File: config.mk
export PLATFORM = sky130hd
export DESIGN_NAME = sync_filter_bank
export DESIGN_NICKNAME = d
export VERILOG_FILES = /design/src/rtl/sync_filter_bank.sv
export SDC_FILE = /design/constraint.sdc
export NUM_CORES = 1
export LEC_CHECK = 0
export CORE_UTILIZATION = 49
export CTS_BUF_LIST = sky130_fd_sc_hd__clkbuf_4 sky130_fd_sc_hd__clkbuf_8
export CTS_CLUSTER_DIAMETER = 200
export CTS_CLUSTER_SIZE = 8
export DETAILED_ROUTE_END_ITERATION = 8
export GPL_ROUTABILITY_DRIVEN = 0
export GPL_TIMING_DRIVEN = 0
export HOLD_SLACK_MARGIN = 0.02
export PLACE_DENSITY = 0.74
export SYNTH_ARGS = -nofsm -noshare
export SYNTH_HDL_FRONTEND = slang
export SYNTH_SLANG_ARGS = --single-unit
export TNS_END_PERCENT = 50
File: constraint.sdc
create_clock -name clk_i -period 9.8 [get_ports clk_i]
set_clock_uncertainty 0.1 [all_clocks]
set_input_delay 2.45 -clock clk_i [delete_from_list [all_inputs] [get_ports clk_i]]
set_output_delay 2.45 -clock clk_i [all_outputs]
set_load 0.03 [all_outputs]
File: src/rtl/sync_filter_bank.sv
// -----------------------------------------------------------------------------
// sync_filter_bank
//
// Gateway front end for the interrupt controller. Every asynchronous input
// line is brought into the clk_i domain by a DEPTH-stage flop synchroniser.
// It then passes through a stability filter with a programmable length, and
// finally through an edge detector. Each channel has its own filter counter
// and operates independently. All channels share one filter length.
//
// Parameters
//   NUM_CH  number of independent channels (>= 1)
//   DEPTH   synchroniser flop stages per channel (>= 2)
//   FILT_W  width of filt_len_i and of each stability counter (>= 1)
//
// Ports
//   clk_i        in   1       block clock
//   rst_i        in   1       asynchronous active-high reset, released
//                             synchronously by the surrounding reset logic
//   din_i        in   NUM_CH  raw asynchronous inputs
//   filt_len_i   in   FILT_W  stability threshold (quasi-static). A new
//                             level is accepted once the synchronised
//                             value has differed for filt_len_i+1 cycles
//   edge_mode_i  in   NUM_CH  per channel event select:
//                             0 = level, 1 = rising edge
//   sync_o       out  NUM_CH  synchronised, unfiltered value (last stage)
//   level_o      out  NUM_CH  filtered level
//   rise_o       out  NUM_CH  one-cycle pulse, coincident with level_o 0->1
//   fall_o       out  NUM_CH  one-cycle pulse, coincident with level_o 1->0
//   evt_o        out  NUM_CH  edge_mode_i ? rise_o : level_o
// -----------------------------------------------------------------------------
module sync_filter_bank #(
    parameter int NUM_CH = 32,
    parameter int DEPTH  = 2,
    parameter int FILT_W = 4
) (
    input  logic              clk_i,
    input  logic              rst_i,
    input  logic [NUM_CH-1:0] din_i,
    input  logic [FILT_W-1:0] filt_len_i,
    input  logic [NUM_CH-1:0] edge_mode_i,
    output logic [NUM_CH-1:0] sync_o,
    output logic [NUM_CH-1:0] level_o,
    output logic [NUM_CH-1:0] rise_o,
    output logic [NUM_CH-1:0] fall_o,
    output logic [NUM_CH-1:0] evt_o
);

    localparam logic [FILT_W-1:0] CNT_ZERO = FILT_W'(0);
    localparam logic [FILT_W-1:0] CNT_ONE  = FILT_W'(1);

    // Stage 0 captures din_i. Stage DEPTH-1 is the synchronised value.
    logic [DEPTH-1:0][NUM_CH-1:0]  sync_q;
    logic [DEPTH-1:0][NUM_CH-1:0]  sync_d;

    // Per-channel stability counters.
    logic [NUM_CH-1:0][FILT_W-1:0] cnt_q;
    logic [NUM_CH-1:0][FILT_W-1:0] cnt_d;

    logic [NUM_CH-1:0]             level_q;
    logic [NUM_CH-1:0]             level_d;
    logic [NUM_CH-1:0]             rise_q;
    logic [NUM_CH-1:0]             rise_d;
    logic [NUM_CH-1:0]             fall_q;
    logic [NUM_CH-1:0]             fall_d;

    // Shift every channel's synchroniser chain by one stage.
    always_comb begin
        sync_d = {sync_q[DEPTH-2:0], din_i};
    end

    // Stability filter and edge detection, one independent slice per channel.
    always_comb begin
        level_d = level_q;
        rise_d  = '0;
        fall_d  = '0;
        cnt_d   = cnt_q;
        for (int ch = 0; ch < NUM_CH; ch++) begin
            if (sync_q[DEPTH-1][ch] == level_q[ch]) begin
                // Agreement discards any partial excursion.
                cnt_d[ch] = CNT_ZERO;
            end else if (cnt_q[ch] >= filt_len_i) begin
                // Use >= rather than == so that lowering filt_len_i
                // mid-count takes effect on the next differing edge.
                level_d[ch] = sync_q[DEPTH-1][ch];
                cnt_d[ch]   = CNT_ZERO;
                rise_d[ch]  = sync_q[DEPTH-1][ch];
                fall_d[ch]  = ~sync_q[DEPTH-1][ch];
            end else begin
                // The counter stays below filt_len_i, so it cannot wrap.
                cnt_d[ch] = cnt_q[ch] + CNT_ONE;
            end
        end
    end

    // State registers for synchroniser, filter and edge pulses.
    always_ff @(posedge clk_i or posedge rst_i) begin
        if (rst_i) begin
            sync_q  <= '0;
            cnt_q   <= '0;
            level_q <= '0;
            rise_q  <= '0;
            fall_q  <= '0;
        end else begin
            sync_q  <= sync_d;
            cnt_q   <= cnt_d;
            level_q <= level_d;
            rise_q  <= rise_d;
            fall_q  <= fall_d;
        end
    end

    // Output view. evt_o is a pure mux of registered state, so a change
    // to edge_mode_i cannot create a pulse or disturb the filter.
    always_comb begin
        sync_o  = sync_q[DEPTH-1];
        level_o = level_q;
        rise_o  = rise_q;
        fall_o  = fall_q;
        evt_o   = (edge_mode_i & rise_q) | (~edge_mode_i & level_q);
    end

endmodule

Yosys cells after proc, flatten, opt, wreduce, memory -nomap -nowiden
Index checks and enable logic that the tools add are counted.

storage, ports and cells
  register bits after elaboration = 288
  bits in latches = 0
  bits in writable memories = 0
  ROM bits = 0
  input port bits = 70
  output and inout bits = 160
  logic and storage cells = 456
  memories kept = 0

operators by class
  add/subtract/negate cells = 32
  multiply operators = 0
  divide/modulo/power cells = 0
  $lt $le $gt $ge = 32
  eq/ne operators = 32
  shift operators = 0
  muxes and demuxes = 192
  bitwise gates (word level) = 68
  reductions and logical operators = 32

operators by type and width
  operator                                                        count
  4-bit two-way mux                                               64
  4-bit by 1-bit adder with 4-bit output (second input constant)  32
  4-bit >= comparator                                             32
  1-bit two-way mux                                               128
  32-bit AND                                                      2
  1-bit inverter                                                  64
  2-bit AND reduction                                             32
  1-bit equality test                                             32
  32-bit inverter                                                 1
  32-bit OR                                                       1

Longest topological paths before layout
  depth after elaboration = 3
  mapped depth = 6
  depth with buffers taken out = 6

Worst setup path after synthesis
No wires, ideal clock.

  path type = input-to-output
  from = input port edge_mode_i[0]
  to = output port evt_o[0]
  data arrival time = 2.841 ns
  data required time = 7.250 ns
  setup slack = 4.409 ns
  stages = 1
  buffers on the path = 0
  path through = mux2_2

between the ends
  cells in the longest elaborated chain, start to end = 3

ends and longest elaborated chain
  what                line  RTL
  start: declaration  40    input logic [NUM_CH-1:0] edge_mode_i,
  32-bit inverter     119   evt_o = (edge_mode_i & rise_q) | (~edge_mode_i & level_q);
  32-bit AND          119
  32-bit OR (*)       119
  end: declaration    45    output logic [NUM_CH-1:0] evt_o

Mark *: on every way between the ends. The rest lies on a longest branch, timed or not.

Final worst setup path
  from = input port edge_mode_i[18]
  to = output port evt_o[18]

The elaborated chain is that of the path after synthesis.

==> flow_metrics.env <==
export IMPL_drtPass1Iterations=6
export IMPL_h_tree_depth=2
export IMPL_nNetsFinal=1573
export IMPL_slew_violations=0
export IMPL_ys_top_cells_by_area="dfrtp_1 50%, ha_1 14%, a2111oi_4 6.1%, xor2_1 3.9%, mux2_4 3.3%"
export IMPL_synthMostInstantiatedCell="dfrtp_1"
export IMPL_viasPerCell=5.15
export IMPL_port_buffers=229
export IMPL_clock_path_buffers=3
export IMPL_grt_max_degree=44
export IMPL_crit_start="edge_mode_i[18]"
export IMPL_start_util=0.500
export IMPL_synth_area_mm2=0.0144
export IMPL_fin_tns_setup_ps=0
export IMPL_synth_edff_count=0
export IMPL_dpl_hpwl_um=18500
export IMPL_end_kind="primary output"
export IMPL_cts_made_buffers=41
export IMPL_max_freq_ghz=0.156
export IMPL_total_power_uw=4320
export IMPL_synth_area_leader_cell="dfrtp_1"
export IMPL_areaGrowthSynthToFinish_pct=25.1
export IMPL_grt_pass1_vias=9372
export IMPL_worstPathMaxFanout=1
export IMPL_n_antenna_cell=0
export IMPL_maxCapViolations=0
export IMPL_period_share=0.654
export IMPL_fin_ws_ps=3390
export IMPL_synthCells=1060
export IMPL_dieArea_mm2=0.0301
export IMPL_grt_pass1_wl_um=44900
export IMPL_ir_drop_v=0.000151
export IMPL_drive_gt1_frac=0.188
export IMPL_num_rows=62
export IMPL_crit_type="primary input to primary output"
export IMPL_dieWidth_um=173
export IMPL_drt_iter0_markers=238
export IMPL_syn_num_nets=1290
export IMPL_arrival_ps=3860
export IMPL_drc=0
export IMPL_cts_reportedPaths_clkPinSlew_ps=60
export IMPL_async_flop_share=1.00
export IMPL_cts_tree="built"
export IMPL_synth_seq_area_share=0.501
export IMPL_ys_top_cells_by_count="288 x dfrtp_1, 160 x ha_1, 128 x nor2_1, 64 x nor3b_1, 64 x xor2_1"
export IMPL_clk_latency_ps=540
export IMPL_startpoint_type="primary input"
export IMPL_overflow=0
export IMPL_cts_sinks=288
export IMPL_min_delay_start="sync_d[56]"
export IMPL_rsz0062_at_grt="no"
export IMPL_preCtsSetupSlack_ps=3390
export IMPL_fillers=2257
export IMPL_hp_class="flip-flop to flip-flop"
export IMPL_grt_use_total=0.179
export IMPL_reg2reg_from="cnt_q[68]"
export IMPL_powerDensity_mw_per_mm2=240
export IMPL_ant_nets=0
export IMPL_slew_headroom=0.587
export IMPL_setup_viol=0
export IMPL_synthFlopType="dfrtp_1"
export IMPL_antenna_found_initial=0
export IMPL_min_period_ps=6410
export IMPL_synth_distinct_cells=16
export IMPL_ctsResizeCount=0
export IMPL_outcome="finished, final reports clean"
export IMPL_dr_total_vias=8906
export IMPL_cts_post_setup_buffers_inserted=0
export IMPL_cts_root_buffer="clkbuf_8"
export IMPL_die_y_um=173
export IMPL_worst_slew_pin_slew_ps=618
export IMPL_synth_seq_cells=288
export IMPL_post_drt_wl_per_cell_um=15.0
export IMPL_worstPathRequired_ps=7250
export IMPL_drt_total_wl_um=25900
export IMPL_yosys_area_top_type_share=0.501
export IMPL_io_pins=230
export IMPL_coreArea_mm2=0.0288
export IMPL_syn_area_per_cell_um2=13.6
export IMPL_p_leak_uw=0.00834
export IMPL_postCtsHoldBufs=0
export IMPL_hold_viol_final=0
export IMPL_ys_warn_count=0
stage by stage:
step,instance area (um2),hold WS (ps),instances,utilization
6_report,18000,241,1728,0.625
5_1_grt,18000,254,1728,0.625
4_1_cts,18000,246,1728,0.625
3_5_place_dp,17400,235,1684,0.604
3_3_place_gp,17200,232,1673,0.596
2_1_floorplan,14400,231,1060,-
report_power, final:
group	internal, uW	switching (uW)
registers	1430	268
logic	975	859
clock network	388	409
cell families (layout without fill, tap and decap cells):
| family | after synthesis | count (layout) | synth area share |
|---|---|---|---|
| and+or+nand+nor | 320 | 320 | 0.145 |
| xor gates and xnor gates | 96 | 96 | 0.0584 |
| adders and majority gates | 160 | 160 | 0.139 |
| buffers and inverters | 36 | 320 | 0.00939 |
| muxes | 64 | 64 | 0.0584 |
| DFF | 288 | 288 | 0.501 |
| AOI/OAI and AO/OA | 96 | 96 | 0.0890 |
cells in the final DEF (no fill, tap or decap), drive strengths merged, types with 35 or more instances in the layout:
cell,n
dfrtp,288
clkdlybuf4s50,228
ha,160
nor2,128
xor2,64
nor3b,64
mux2,64
clkbuf,43
inv,35
routing by layer:
layer	track usage	vias up	share of wire
met5	0	-	0
met4	0.0465	0	0.015
met3	0.0360	43	0.047
met2	0.308	171	0.50
met1	0.230	4427	0.44
li1	-	4265	-
final cells by class:
type / count / area, um2 / area share
tap: 384 / 480 / 0.0267
sequential: 288 / 7210 / 0.400
inverter: 36 / 139 / 0.00772
clock buffer: 43 / 592 / 0.0329
multi-input combinational: 736 / 7050 / 0.392
timing repair buffer: 240 / 2520 / 0.140
clock inverter: 1 / 7.51 / 0.000417
worst max-delay path, stage by stage:
cell             delay (ps)
clkdlybuf4s50_1         460
mux2_2                  340
clkdlybuf4s50_1         610
worst paths after layout:
kind	endpoint	slack, ps	cells past startpoint
worst max register to register	level_o[17]	7810	6
min in group asynchronous	sync_o[24]	2230	2
worst max-delay path	evt_o[18]	3390	3
worst min register to register	sync_o[24]	240	0
max in group asynchronous	fall_o[23]	6480	4
worst min-delay path	sync_o[24]	240	0
sequential cells by signal, indices dropped and copies added, names as in the netlist:
signal and flops:
cnt_q 128, fall_o 32, level_o 32, rise_o 32, sync_d 32, sync_o 32
Power figures use the tool's default switching activity.
